===== src/rtl/alu_pkg.sv =====
// Shared definitions for the RV32I ALU front end: operation codes, opcodes,
// the issued request format and the issue-queue state encoding.
package alu_pkg;

    localparam logic [3:0] ADD  = 4'b0000;
    localparam logic [3:0] SUB  = 4'b0001;
    localparam logic [3:0] SLL  = 4'b0010;
    localparam logic [3:0] SLT  = 4'b0011;
    localparam logic [3:0] SLTU = 4'b0100;
    localparam logic [3:0] SRL  = 4'b0101;
    localparam logic [3:0] SRA  = 4'b0110;
    localparam logic [3:0] AND  = 4'b1011;
    localparam logic [3:0] OR   = 4'b1100;
    localparam logic [3:0] XOR  = 4'b1101;

    localparam logic [6:0] OPC_OP    = 7'b0110011;
    localparam logic [6:0] OPC_OPIMM = 7'b0010011;

    typedef struct packed {
        logic [31:0] A;
        logic [31:0] B;
        logic [3:0]  operation;
        logic [4:0]  rd;
    } alu_req_t;

    typedef enum logic [1:0] {
        Q_EMPTY = 2'd0,
        Q_ONE   = 2'd1,
        Q_FULL  = 2'd2
    } q_state_e;

endpackage


===== src/rtl/alu_op_decode.sv =====
// Combinational RV32I OP/OP-IMM decoder: produces the ALU request and flags
// encodings the ALU cannot execute.
module alu_op_decode
    import alu_pkg::*;
(
    input  logic [31:0] instr,
    input  logic [31:0] rs1_data,
    input  logic [31:0] rs2_data,
    output alu_req_t    req,
    output logic        illegal
);

    logic [6:0] opcode;
    logic [2:0] funct3;
    logic [6:0] funct7;
    logic       alt;
    logic       is_shift;
    logic [3:0] base_op;

    assign opcode   = instr[6:0];
    assign funct3   = instr[14:12];
    assign funct7   = instr[31:25];
    assign alt      = (funct7 == 7'b0100000);
    assign is_shift = (funct3 == 3'b001) || (funct3 == 3'b101);

    always_comb begin
        base_op = ADD;
        case (funct3)
            3'b000: base_op = ADD;
            3'b001: base_op = SLL;
            3'b010: base_op = SLT;
            3'b011: base_op = SLTU;
            3'b100: base_op = XOR;
            3'b101: base_op = alt ? SRA : SRL;
            3'b110: base_op = OR;
            3'b111: base_op = AND;
            default: base_op = ADD;
        endcase
    end

    always_comb begin
        req.A         = rs1_data;
        req.B         = rs2_data;
        req.operation = base_op;
        req.rd        = instr[11:7];
        illegal       = 1'b0;
        case (opcode)
            OPC_OP: begin
                if ((funct3 == 3'b000) && alt) req.operation = SUB;
                illegal = !((funct7 == 7'b0000000) ||
                            (alt && ((funct3 == 3'b000) || (funct3 == 3'b101))));
            end
            OPC_OPIMM: begin
                // ADDI never becomes SUB: base_op already maps 000 to ADD.
                if (is_shift) begin
                    req.B   = {27'b0, instr[24:20]};
                    illegal = !((funct7 == 7'b0000000) || (alt && (funct3 == 3'b101)));
                end else begin
                    req.B   = {{20{instr[31]}}, instr[31:20]};
                end
            end
            default: illegal = 1'b1;
        endcase
    end

endmodule


===== src/rtl/alu_op_issuer.sv =====
// Issue stage in front of the ALU: decodes accepted instructions into a
// 2-entry FIFO and counts illegal instructions that are consumed but dropped.
module alu_op_issuer
    import alu_pkg::*;
#(
    parameter int DEPTH = 2,
    parameter int CNT_W = 8
) (
    input  logic             clk,
    input  logic             reset,
    input  logic             in_valid,
    output logic             in_ready,
    input  logic [31:0]      instr,
    input  logic [31:0]      rs1_data,
    input  logic [31:0]      rs2_data,
    output logic             out_valid,
    input  logic             out_ready,
    output logic [31:0]      A,
    output logic [31:0]      B,
    output logic [3:0]       operation,
    output logic [4:0]       rd,
    output logic             IllegalPulse,
    output logic [CNT_W-1:0] IllegalCount
);

    alu_req_t   dec_req;
    logic       dec_illegal;
    q_state_e   state_q, state_d;
    alu_req_t   head_q, head_d;
    alu_req_t   tail_q, tail_d;
    logic       pulse_q, pulse_d;
    logic [CNT_W-1:0] cnt_q, cnt_d;
    logic [1:0] fill;
    logic       accept, issue, push;

    alu_op_decode u_decode (
        .instr    (instr),
        .rs1_data (rs1_data),
        .rs2_data (rs2_data),
        .req      (dec_req),
        .illegal  (dec_illegal)
    );

    always_comb begin
        fill = 2'd0;
        case (state_q)
            Q_EMPTY: fill = 2'd0;
            Q_ONE:   fill = 2'd1;
            Q_FULL:  fill = 2'd2;
            default: fill = 2'd0;
        endcase
    end

    // Both handshake outputs depend on registered state only.
    assign in_ready  = ({30'b0, fill} < DEPTH);
    assign out_valid = (state_q != Q_EMPTY);
    assign accept    = in_valid & in_ready;
    assign issue     = out_valid & out_ready;
    assign push      = accept & ~dec_illegal;

    always_comb begin
        state_d = state_q;
        head_d  = head_q;
        tail_d  = tail_q;
        case (state_q)
            Q_EMPTY: begin
                if (push) begin
                    head_d  = dec_req;
                    state_d = Q_ONE;
                end
            end
            Q_ONE: begin
                if (push && issue) begin
                    head_d = dec_req;
                end else if (push) begin
                    tail_d  = dec_req;
                    state_d = Q_FULL;
                end else if (issue) begin
                    state_d = Q_EMPTY;
                end
            end
            Q_FULL: begin
                if (issue) begin
                    head_d  = tail_q;
                    state_d = Q_ONE;
                end
            end
            default: state_d = Q_EMPTY;
        endcase
    end

    always_comb begin
        pulse_d = accept & dec_illegal;
        cnt_d   = cnt_q;
        if (pulse_d && (cnt_q != {CNT_W{1'b1}})) cnt_d = cnt_q + 1'b1;
    end

    always_ff @(posedge clk) begin
        if (reset) begin
            state_q <= Q_EMPTY;
            pulse_q <= 1'b0;
            cnt_q   <= '0;
        end else begin
            state_q <= state_d;
            pulse_q <= pulse_d;
            cnt_q   <= cnt_d;
        end
    end

    // Payload storage carries no reset; outputs are masked while empty.
    always_ff @(posedge clk) begin
        head_q <= head_d;
        tail_q <= tail_d;
    end

    assign A            = out_valid ? head_q.A         : 32'b0;
    assign B            = out_valid ? head_q.B         : 32'b0;
    assign operation    = out_valid ? head_q.operation : 4'b0;
    assign rd           = out_valid ? head_q.rd        : 5'b0;
    assign IllegalPulse = pulse_q;
    assign IllegalCount = cnt_q;

endmodule


===== config.mk =====
export PLATFORM = sky130hd
export DESIGN_NAME = alu_op_issuer
export DESIGN_NICKNAME = d
export VERILOG_FILES = /design/src/rtl/alu_pkg.sv /design/src/rtl/alu_op_decode.sv /design/src/rtl/alu_op_issuer.sv
export SDC_FILE = /design/constraint.sdc
export NUM_CORES = 1
export LEC_CHECK = 0
export ABC_AREA = 1
export BUFFER_PORTS_ARGS = -buffer_cell sky130_fd_sc_hd__buf_4
export CORE_MARGIN = 1.5
export CORE_UTILIZATION = 45
export DETAILED_ROUTE_END_ITERATION = 10
export PLACE_DENSITY = 0.7
export SLEW_MARGIN = 20
export SYNTH_ARGS = -nofsm -noshare
export SYNTH_HDL_FRONTEND = slang
export SYNTH_SLANG_ARGS = --single-unit

===== constraint.sdc =====
create_clock -name clk -period 14 [get_ports clk]
set_input_delay 2.8 -clock clk [delete_from_list [all_inputs] [get_ports clk]]
set_output_delay 2.8 -clock clk [all_outputs]
set_load 0.05 [all_outputs]

==> out/metrics.csv, run 1 <==
stage,metric,value,unit
clocking,post-cts-setup-buffer-count,0,
synth,synth_xor_area_share,0.881,%
sta,finalHoldViolCount,0,
synth,synthTopCellsByArea,"edfxtp_1 (63%), nand2_1 (12%), nor2_1 (6.4%)",
synth,synth_common_cells,"nand2_1 (228), edfxtp_1 (146), nor2_1 (119), inv_1 (91), a31oi_1 (26)",
place,dp_hpwl,9340,um
power_and_ir_drop,p_sw,0.217,mW
sta,skew,0.00716,ns
power_and_ir_drop,p_clk_share,44.5,%
routing,dr_wl_met3,1240,um
synth,avgSynthCellArea,9.73,um2
critical_path,slowest_delay,0.71,ns
clocking,clk_pin_slew,0.06,ns
clocking,cts_inserted_buffers,17,
synth,synth_most_common_cell,nand2_1,
floorplanning,initial_utilization,45.9,%
final_layout,n_antenna_cell,0,
global_routing,grt_overflow,0,
sta,fin_ws,8.85,ns
final_layout,final_cell_area,9070,um2
synth,synthDistinctLibCells,29,
place,port_buffers,178,
critical_path,worstPathRequired,11.20,ns
final_layout,layout-drive-gt1-share,25.8,%
synth,synth_area,6960,um2
critical_path,path_common_cell,buf_4,
final_layout,syn_to_final_growth,30.3,%
critical_path,cp-start-kind,flop,
clocking,cts_root_buf,clkbuf_16,
synth,synth-edff-count,146,
synth,synth_compound_area_share,4.17,%
sta,finalSetupViolCount,0,
global_routing,grt_pass1_vias,4718,
clocking,clk_latency,0.42,ns
synth,yosysTopAreaCell,edfxtp_1,
global_routing,antenna_found_initial,0,
synth,ys_ff_latch,157,
routing,wl_met1,6630,um
synth,yosys_warnings,0,
power_and_ir_drop,vdd_ir_drop_max,0.0772,mV
synth,synth.area.mux_share,0,%
sta,tns,0,ns
routing,drc,0,
place,place_area,8480,um2
synth,synth_ff_type,edfxtp_1,
place,place_ws,8.85,ns
critical_path,crit_path_max_fanout,40,
clocking,clock-sinks,157,
floorplanning,io_pins,184,
power_and_ir_drop,combPwrFrac,5.2,%
hold_path,hold_path.class,reg -> reg,
global_routing,grt_pass1_wl,23300,um
power_and_ir_drop,p_int,0.807,mW
synth,yosysSeqAreaShare,66.2,%
power_and_ir_drop,power.share.sequential,50.3,%
power_and_ir_drop,p_leak,4.21,nW
synth,synthAdderAreaFrac,0.180,%
clocking,h-tree-depth,4,
sta,min_period,5.15,ns
run_status,outcome,"complete, no violations",
synth,synth_top_family_by_area,simple AND/OR/NAND/NOR gates,
routing,dr.first_iter.drc_count,397,
clocking,cts_resized,0,
clocking,hold_buffers,0,
routing,post_drt_wl_per_cell,13.4,um
sta,finalCritPeriodShare,36.8,%
floorplanning,dieWidth,127,um
sta,rsz0062_at_grt,no,
floorplanning,row_count,45,
job,cap_violations,0,
sta,max_freq,194,MHz
routing,firstDrtPassIters,6,
clocking,clk_path_buf_depth,2,
synth,syn-num-nets,816,
power_and_ir_drop,power.density,113,nW/um2
routing,vias,5096,
sta,worst_pin_slew,0.980,ns
routing,wl_met2,6520,um
critical_path,worstPathCellList,nor2_4 > buf_4 > nor2_1 > buf_4,
floorplanning,die_area,16200,um2
routing,wl,14600,um
critical_path,critPathSlowestCell,nor2_4,
routing,vias_per_cell,4.69,
power_and_ir_drop,sw_frac_of_total,21.2,%
synth,async_flop_share,0,%
floorplanning,core,15100,um2
synth,synth_top_cell_area_share,63.0,%
critical_path,arrival,2.35,ns
place,place_congestion,0.773,
sta,relSlewSlack,34.7,%
floorplanning,fp.dieH,127,um
routing,ant_nets,0,
critical_path,crit_path_end_kind,primary output,
sta,drv_slew,0,
synth,syn_inst,715,
synth,synth_simple_gate_area_share,21.5,%
final_layout,fin_nets,988,
clocking,tritoncts,done,
global_routing,grt_usage,18.7,%
critical_path,crit_type,reg -> out,
global_routing,grt_max_degree,74,
routing,highest_layer,met4,
cells by family (layout without fill, tap and decap cells):
family	Yosys count	in the layout
AO/OA/AOI/OAI	47	47
AND/OR/NAND/NOR	375	375
flip-flops	157	157
XOR/XNOR	7	7
buffers and inverters	128	312
adder cells (fa/ha/maj)	1	1
metal layers:
| metal | track usage [%] | vias to the layer above |
|---|---|---|
| li1 | - | 2647 |
| met1 | 25.0 | 2272 |
| met2 | 28.5 | 160 |
| met3 | 5.99 | 17 |
| met4 | 7.09 | 0 |
| met5 | 0 | - |
final cells by class:
type,count,area (um2)
repair buffers,186,1400
clock buffers,17,425
flip-flops and latches,157,4600
fillers,1293,6080
inverters,95,358
multi-input cells,430,1890
clock inverters,14,159
well taps,188,235
critical path: cells and delay by family (launching register included):
kind | cells | cell delay (ns)
DFF | 1 | 0.38
buffers and inverters | 2 | 0.72
and+or+nand+nor | 2 | 0.83
sequential cells by signal, summed over array words and instances, names as in the netlist:
signal,flops
head_q,73
tail_q,73
state_q,2
IllegalCount,8
IllegalPulse,1
cell usage in the layout, fill, tap and decap left out, types with 3 or more instances in the layout:
master / instances
a21oi_1: 9
a31oi_1: 26
buf_4: 186
clkbuf_16: 17
clkinvlp_4: 4
dfxtp_1: 11
edfxtp_1: 146
inv_1: 91
inv_2: 3
inv_6: 5
nand2_1: 228
nand3_1: 10
nand4_1: 8
nor2_1: 117
nor2_4: 3
o211ai_1: 3
o31ai_1: 6
xor2_1: 6
power by group through the flow:
stage                     Clock, mW  Sequential (mW)  Combinational, mW
after floorplan                   0            0.528             0.0225
after global placement            0            0.525             0.0525
after detailed placement          0            0.525             0.0537
after CTS                     0.465            0.515             0.0539
after global routing          0.487            0.515             0.0599
final                         0.455            0.515             0.0535
worst paths after layout:
check	startpoint	to	slack, ns	cells after the start
hold / removal	IllegalCount[1]	IllegalCount[1]	0.50	2
hold reg to reg	IllegalCount[1]	IllegalCount[1]	0.50	2
setup / recovery	state_q[0]	operation[3]	8.85	4
setup reg to reg	state_q[1]	tail_q[46]	10.82	7
through the flow:
step	instances	power (mW)	hold slack (ns)	util (%)
2_1_floorplan	715	0.550	0.494	-
3_3_place_gp	1056	0.578	0.486	56.0
3_5_place_dp	1056	0.579	0.490	56.0
4_1_cts	1087	1.03	0.500	59.9
5_1_grt	1087	1.06	0.543	59.9
6_report	1087	1.02	0.499	59.9
(Power assumes the default switching activity.)
==> run 2: changes to the inputs <==
- clock period: 14 -> 5.3 ns (I/O delays scaled with it)
==> run 2 against run 1 <==
  * Count of clock-buffer cells in the layout is 1 higher
  * Via count is 0.67% higher
  * First-iteration DRC count fell by 20%
  * Combinational power rose to 2.7 times the previous value
  * Register-to-register slack worse by 8.7 ns
  * Critical path depth rose by 1
  * Flip-flop and latch count unchanged
  * Design area rose by 0.50%
  * Clock power grew to 2.8 times the previous value
  * Hold slack gained 0.015 ns
  * Die area unchanged
  * Total power rose to 2.7 times the previous value
  * Critical endpoint is now in_ready
==> out/metrics.csv, run 2 (synthesis results as in run 1) <==
stage,metric,value,unit,change
critical_path,worstReg2RegStart,state_q[1],,
floorplanning,die_area,16200,um2,unchanged
sta,skew,0.00668,ns,-0.000474 ns
routing,vias_per_cell,4.71,,+0.48%
sta,min_period,3.49,ns,
final_layout,layout-drive-gt1-share,25.6,%,-0.17 points
sta,finalCritPeriodShare,65.8,%,
final_layout,mostFrequentLayoutCells,"nand2_1 (228), buf_4 (187), edfxtp_1 (146)",,
critical_path,reg2reg_depth,7,,unchanged
final_layout,syn_to_final_growth,31.0,%,
sta,drv_slew,0,,unchanged
global_routing,antenna_found_initial,0,,unchanged
critical_path,worstPathRequired,4.24,ns,-6.96 ns
final_layout,fin_nets,989,,+0.10%
clocking,post-cts-setup-buffer-count,0,,unchanged
clocking,clk_pin_slew,0.06,ns,about the same
clocking,hold_buffers,0,,unchanged
floorplanning,core,15100,um2,unchanged
sta,worst_pin_slew,0.790,ns,-0.190 ns
final_layout,post_layout_nonfiller_instances,1089,,+0.18%
clocking,cts_resized,0,,unchanged
sta,relSlewSlack,47.2,%,+12 points
global_routing,grt_usage,19.2,%,+0.53 points
hold_path,hold_path.class,reg -> reg,,
final_layout,layout_commonest_cell,nand2_1,,
sta,finalSetupViolCount,0,,unchanged
clocking,cts_inserted_buffers,17,,unchanged
floorplanning,fp.dieH,127,um,unchanged
clocking,clk_latency,0.42,ns,about the same
hold_path,hold_path_depth,2,,unchanged
critical_path,r2r_end,tail_q[56],,
power_and_ir_drop,power.density,306,nW/um2,+170%
global_routing,globalRouteMet1Util,24.7,%,-0.28 points
critical_path,crit_type,reg -> out,,
power_and_ir_drop,vdd_ir_drop_max,0.199,mV,+160%
clocking,h-tree-depth,4,,unchanged
global_routing,busiest_layer,met2,,
job,cap_violations,0,,unchanged
critical_path,cp-start-kind,flop,,
global_routing,grt_pass1_wl,24100,um,+3.4%
sta,tns,0,ns,unchanged
clocking,cts_root_buf,clkbuf_16,,
clocking,tritoncts,done,,
routing,ant_nets,0,,unchanged
floorplanning,dieWidth,127,um,unchanged
hold_path,worstHoldStart,IllegalCount[3],,
global_routing,use_met2,30.8,%,+2.3 points
power_and_ir_drop,p_leak,4.24,nW,+0.72%
run_status,outcome,"complete, no violations",,
routing,dr.first_iter.drc_count,316,,-20%
floorplanning,row_count,45,,unchanged
global_routing,grt_overflow,0,,unchanged
critical_path,arrival,2.43,ns,+0.08 ns
global_routing,grt_max_degree,71,,-4.1%
routing,drc,0,,unchanged
power_and_ir_drop,power.total,2.79,mW,+170%
global_routing,met3_usage,5.74,%,-0.25 points
routing,wl,14900,um,+2.0%
floorplanning,initial_utilization,45.9,%,unchanged
place,placedCellCount,1057,,+0.095%
critical_path,crit_path_end_kind,primary output,,
routing,post_drt_wl_per_cell,13.6,um,+1.8%
routing,vias,5130,,+0.67%
critical_path,r2r_slack,2.10,ns,-8.72 ns
place,place_congestion,0.783,,+1.2%
final_layout,n_antenna_cell,0,,unchanged
sta,finalHoldViolCount,0,,unchanged
hold_path,min_to,IllegalCount[3],,
global_routing,grt_pass1_vias,4892,,+3.7%
place,port_buffers,178,,unchanged
sta,max_freq,287,MHz,
routing,firstDrtPassIters,5,,-1
clocking,clk_path_buf_depth,2,,unchanged
sta,rsz0062_at_grt,no,,
floorplanning,io_pins,184,,unchanged
place,dp_hpwl,9670,um,+3.6%
critical_path,crit_path_max_fanout,50,,+25%
clocking,clock-sinks,157,,unchanged
==> run 2: critical path: stages (launching register included) <==
cell,delay (ns)
dfxtp_1,0.41
inv_1,0.14
nor2_4,0.09
buf_4,0.45
clkinv_2,0.52
buf_4,0.36
==> run 2: worst max path at each step <==
stage | start | cells after the start | end | slack, ns
after floorplan | instr[25] | 9 | tail_q[0] | 0.04
after global placement | in_valid | 6 | tail_q[53] | 1.86
after detailed placement | in_valid | 6 | tail_q[52] | 1.82
after CTS | state_q[1] | 5 | in_ready | 1.74
after global routing | state_q[1] | 5 | in_ready | 1.59
final | state_q[1] | 5 | in_ready | 1.81
==> run 2: per-stage QoR <==
| stage | hold slack [ns] | setup WS [ns] | utilization, % | area, um2 |
|---|---|---|---|---|
| 2_1_floorplan | 0.494 | 0.0386 | - | 6960 |
| 3_3_place_gp | 0.497 | 1.86 | 56.1 | 8490 |
| 3_5_place_dp | 0.502 | 1.82 | 56.1 | 8490 |
| 4_1_cts | 0.516 | 1.74 | 60.2 | 9110 |
| 5_1_grt | 0.542 | 1.59 | 60.2 | 9110 |
| 6_report | 0.515 | 1.81 | 60.2 | 9110 |
==> run 2: final cells by class <==
| cell class | instances | area [um2] |
|---|---|---|
| Inverter | 95 | 358 |
| Multi-Input combinational cell | 430 | 1890 |
| Timing Repair Buffer | 187 | 1400 |
| Clock buffer | 18 | 429 |
| Fill cell | 1308 | 6030 |
| Clock inverter | 14 | 193 |
| Sequential cell | 157 | 4600 |
| Tap cell | 188 | 235 |
==> run 2: report_power, final <==
part           total [mW]  internal (mW)  switching [mW]  leakage (nW)
Clock                1.29          0.790           0.496         0.300
Sequential           1.36           1.36         0.00244          1.40
Combinational       0.142         0.0722          0.0696          2.54
==> run 2: metal layers <==
| metal | routed length (um) | vias up | part of all wire, % |
|---|---|---|---|
| met5 | 0 | - | 0 |
| met4 | 291 | 0 | 2.0 |
| met3 | 1070 | 22 | 7.2 |
| met2 | 6800 | 162 | 46 |
| met1 | 6690 | 2293 | 45 |
| li1 | - | 2653 | - |
